===== src/rtl/req_capture_pkg.sv =====
// req_capture_pkg: shared constants and the priority-pick helper for req_capture
package req_capture_pkg;
   localparam int N_REQ         = 7;
   localparam int DB_CYCLES_DEF = 4;
   localparam int CNT_W         = $clog2(DB_CYCLES_DEF + 1);
   function automatic logic [N_REQ-1:0] hi_bit(input logic [N_REQ-1:0] v);
      logic [N_REQ-1:0] m;
      m = '0;
      for (int i = 0; i < N_REQ; i++) if (v[i]) m = N_REQ'(1) << i;
      return m;
   endfunction
endpackage


===== src/rtl/req_debounce_ch.sv =====
// req_debounce_ch: one request line -- 2-flop sync, debounce counter, rising-edge detect
module req_debounce_ch
   import req_capture_pkg::*;
#(
   parameter int DB_CYCLES = DB_CYCLES_DEF
)(
   input  logic clk,
   input  logic rst_n,
   input  logic raw,
   output logic rise
);
   localparam int CW = $clog2(DB_CYCLES + 1);
   localparam logic [CW-1:0] LAST = CW'(DB_CYCLES - 1);
   logic [1:0]    sync;
   logic          db;
   logic [CW-1:0] cnt;
   logic          flip;
   assign flip = (sync[1] != db) && (cnt == LAST);
   assign rise = flip && sync[1];
   // synchronize, count consecutive disagreeing samples, accept the new level after DB_CYCLES
   always_ff @(posedge clk or negedge rst_n)
      if (!rst_n) begin
         sync <= '0;
         db   <= 1'b0;
         cnt  <= '0;
      end else begin
         sync <= {sync[0], raw};
         db   <= flip ? sync[1] : db;
         cnt  <= (sync[1] == db || flip) ? '0 : cnt + 1'b1;
      end
endmodule


===== src/rtl/req_capture.sv =====
// req_capture: debounced request capture with ack-by-priority, sync clear and sticky overrun
module req_capture
   import req_capture_pkg::*;
#(
   parameter int DB_CYCLES = DB_CYCLES_DEF,
   parameter int N_REQ     = req_capture_pkg::N_REQ
)(
   input  logic             clk,
   input  logic             rst_n,
   input  logic [N_REQ-1:0] raw,
   input  logic             ack,
   input  logic             clr,
   output logic [N_REQ-1:0] a,
   output logic             enable,
   output logic             overrun
);
   logic [1:0]       rst_sync;
   logic             rst_i;
   logic [N_REQ-1:0] rise, pending, take;
   // assert reset at once, release it two edges later so no flop sees a partial release
   always_ff @(posedge clk or negedge rst_n)
      if (!rst_n) rst_sync <= '0;
      else rst_sync <= {rst_sync[0], 1'b1};
   assign rst_i = rst_sync[1];
   for (genvar i = 0; i < N_REQ; i++) begin : g_ch
      req_debounce_ch #(.DB_CYCLES(DB_CYCLES)) u_ch (
         .clk  (clk),
         .rst_n(rst_i),
         .raw  (raw[i]),
         .rise (rise[i])
      );
   end
   assign take = ack ? hi_bit(pending) : '0;
   // clr wins; a rise on a bit being acked keeps it set without flagging overrun
   always_ff @(posedge clk or negedge rst_i)
      if (!rst_i) begin
         pending <= '0;
         overrun <= 1'b0;
      end else begin
         pending <= clr ? '0 : (pending & ~take) | rise;
         overrun <= clr ? 1'b0 : overrun | (|(rise & pending & ~take));
      end
   assign a      = pending;
   assign enable = ~|pending;
endmodule


===== config.mk =====
export PLATFORM = sky130hd
export DESIGN_NAME = req_capture
export DESIGN_NICKNAME = d
export VERILOG_FILES = /design/src/rtl/req_capture_pkg.sv /design/src/rtl/req_debounce_ch.sv /design/src/rtl/req_capture.sv
export SDC_FILE = /design/constraint.sdc
export NUM_CORES = 1
export LEC_CHECK = 0
export BUFFER_PORTS_ARGS = -buffer_cell sky130_fd_sc_hd__buf_2
export CORE_MARGIN = 2
export CORE_UTILIZATION = 57
export CTS_CLUSTER_SIZE = 12
export DETAILED_ROUTE_END_ITERATION = 6
export PLACE_DENSITY = 0.76
export RECOVER_POWER = 100
export SLEW_MARGIN = 5
export SYNTH_ARGS = -nofsm -noshare
export SYNTH_HDL_FRONTEND = slang
export SYNTH_SLANG_ARGS = --single-unit

===== constraint.sdc =====
create_clock -name clk -period 1.98 [get_ports clk]
set_input_delay 0.396 -clock clk [delete_from_list [all_inputs] [get_ports clk]]
set_output_delay 0.396 -clock clk [all_outputs]
set_load 0.005 [all_outputs]

==> run_results.csv <==
group,metric,value,unit
run_status,status,"finished, final reports clean",
finish,diodes,0,
sta,fin_setup_tns,0,ns
finish,syn_to_final_growth,10.3,%
sta,hold_slack,0.133,ns
placed_design,placed_cell_area,2200,sq um
sta,finalSetupViolCount,0,
placed_design,hpwl,2390,um
yosys,ys_seq_elements,52,
sta,drv_slew,0,
clock_network,cts_root_buffer,"clkbuf_4",
power_and_ir_drop,powerDensity,1130,nW/um^2
sta,fin_crit_sh,94.5,%
yosys,yosysTopAreaCellShare,63.9,%
finish,drive_gt1_share,13.4,%
yosys,netlist-cell-type-count,27,
routing,drtPass1Iterations,4,
clock_network,tritoncts,"built",
floorplanning,die_w,63.8,um
setup_path,slowest_delay,0.61,ns
setup_path,cp_slowest_cell,"or4b_1",
yosys,synthCells,165,
global_routing,grt_pass1_wl,5680,um
yosys,synthesis.area,2040,sq um
floorplanning,rows,21,
power_and_ir_drop,vdd_ir_drop_max,0.686,mV
sta,worst_pin_slew,1.01,ns
routing,drt_iter0_drc,36,
setup_path,cp-start-kind,"flop",
clock_network,cts_buffer_depth,2,
sta,skew,0.00857,ns
routing,wl_per_cell,12.9,um
sta,fmax,534,MHz
sta,hold_violations,0,
sta,setup_ws,0.108,ns
setup_path,endpoint_kind,"flop",
finish,nets,218,
global_routing,grt_max_degree,28,
finish,final_common_cell,"dfrtp_1",
global_routing,grt_pass1_vias,1332,
setup_path,crit_type,"flop to flop",
floorplanning,die_area,4070,sq um
power_and_ir_drop,power_leakage,0.00108,uW
clock_network,numClockSinks,52,
finish,stdcell_area,2250,sq um
sta,rsz0062_at_grt,"no",
placed_design,post-place-ws,0.180,ns
finish,fillers,269,
global_routing,antenna_found_initial,0,
setup_path,cp_top_family,"simple AND/OR/NAND/NOR gates",
routing,vias_per_cell,5.04,
yosys,yosysTopAreaCell,"dfrtp_1",
floorplanning,dieHeight,63.8,um
placed_design,io_buffers,19,
setup_path,cp_data_required_time,2.24,ns
clock_network,cts_made_buffers,5,
clock_network,post_cts_buffers,0,
floorplanning,ios,20,
finish,final_cell_mix,"dfrtp_1, nor2_1, inv_1",
floorplanning,initial_core_util,60.1,%
setup_path,crit_chain,"or4b_1 > or4_1 > a21oi_1 > nor2_1",
clock_network,postCtsHoldBufs,1,
setup_path,cp.arrival,2.13,ns
floorplanning,coreArea,3390,sq um
hold_path,hold_path.class,"input pin to flop",
global_routing,track_usage,18.4,%
yosys,synthTopCellsByArea,"dfrtp_1, ha_1, nor2_1",
clock_network,clkLatencyLatePin,0.35,ns
finish,utilization,66.3,%
routing,vias,1209,
yosys,avgSynthCellArea,12.3,sq um
sta,layout_min_cycle_time,1.87,ns
routing,drc,0,
setup_path,crit_buf_inv,0,
routing,totalWireLength,3090,um
yosys,ys_seq_area_share,63.9,%
routing,ant_nets,0,
clock_network,post_cts_resized,0,
sta,maxSlewHeadroom,32.7,%
placed_design,gp_congestion,0.756,
clock_network,cts_htree_levels,2,
global_routing,gr-total-overflow,0,
yosys,yosys_warnings,0,
clock_network,cts.clk_slew.worst_paths,0.13,ns
setup_path,critical_path_peak_fanout,5,
job,max_cap_violations,0,
yosys,synth_nets,190,
metrics by stage:
step                power, uW  instances
finish                   2540        240
global route             2760        240
global placement         2020        231
floorplan                1930        165
detailed placement       2120        231
CTS                      2590        240
worst paths after layout:
path | startpoint | endpoint | slack, ns | depth (start not counted)
max in group asynchronous | rst_sync[1] | g_ch[4].u_ch.db | 0.49 | 1
setup reg to reg | a[6] | a[0] | 0.11 | 4
setup / recovery | a[6] | a[0] | 0.11 | 4
hold reg to reg | g_ch[6].u_ch.sync[0] | g_ch[6].u_ch.sync[1] | 0.36 | 0
hold / removal | raw[1] | g_ch[1].u_ch.sync[0] | 0.13 | 1
min in group asynchronous | rst_n | rst_sync[1] | 0.33 | 2
worst register-to-register path, cell delays in order, from the launching register on:
cell     delay [ns]
dfrtp_1        0.44
or4b_1         0.61
or4_1          0.49
a21oi_1        0.19
nor2_1         0.05
cell usage after synthesis:
cell type / count
a211oi_1: 1
a21oi_1: 7
a41oi_1: 1
and2b_2: 1
and3_1: 1
clkbuf_1: 1
conb_1: 1
dfrtp_1: 52
ha_1: 14
inv_1: 17
mux2_2: 5
nand2_1: 5
nand2b_1: 8
nand3_1: 1
nand3_2: 1
nand3b_1: 5
nor2_1: 25
nor3b_1: 1
nor4_1: 2
o21ai_0: 3
o22a_1: 1
o31ai_1: 1
or2_2: 1
or2b_1: 1
or4_4: 1
or4b_4: 1
xor2_1: 7
layer usage:
| metal | share of wire (%) | track usage [%] |
|---|---|---|
| met1 | 41 | 20.3 |
| met2 | 53 | 32.9 |
| met3 | 3.5 | 5.46 |
| met4 | 1.9 | 7.34 |
| met5 | 0 | 0 |
where the power goes:
group / internal [uW] / leakage (uW) / switching [uW] / total [uW]
registers: 1310 / 0.000660 / 152 / 1460
clock network: 176 / 0.0000326 / 292 / 468
logic: 291 / 0.000390 / 322 / 613
area by class of cell:
class	instances	area, sq um	share of cell area, %
clock buffer	8	58.8	2.62
inverter	17	63.8	2.84
multi-input combinational	95	661	29.4
sequential	52	1300	57.9
tap	46	57.6	2.56
timing repair buffer	22	104	4.62
state kept, by name, indices dropped and copies added (netlist names):
signal          cells
a                   7
g_ch.u_ch.cnt      21
g_ch.u_ch.db        7
g_ch.u_ch.sync     14
overrun             1
rst_sync            2
cells by family after synthesis:
group,count (synthesis),synth area share (%)
and+or+nand+nor,54,14.2
DFF,52,63.9
buffers and inverters,18,3.32
adders and majority gates,14,8.60
AOI/OAI and AO/OA,14,4.05
xor gates and xnor gates,7,3.01
muxes,5,2.76
other,1,0.184
(Power assumes the default switching activity.)
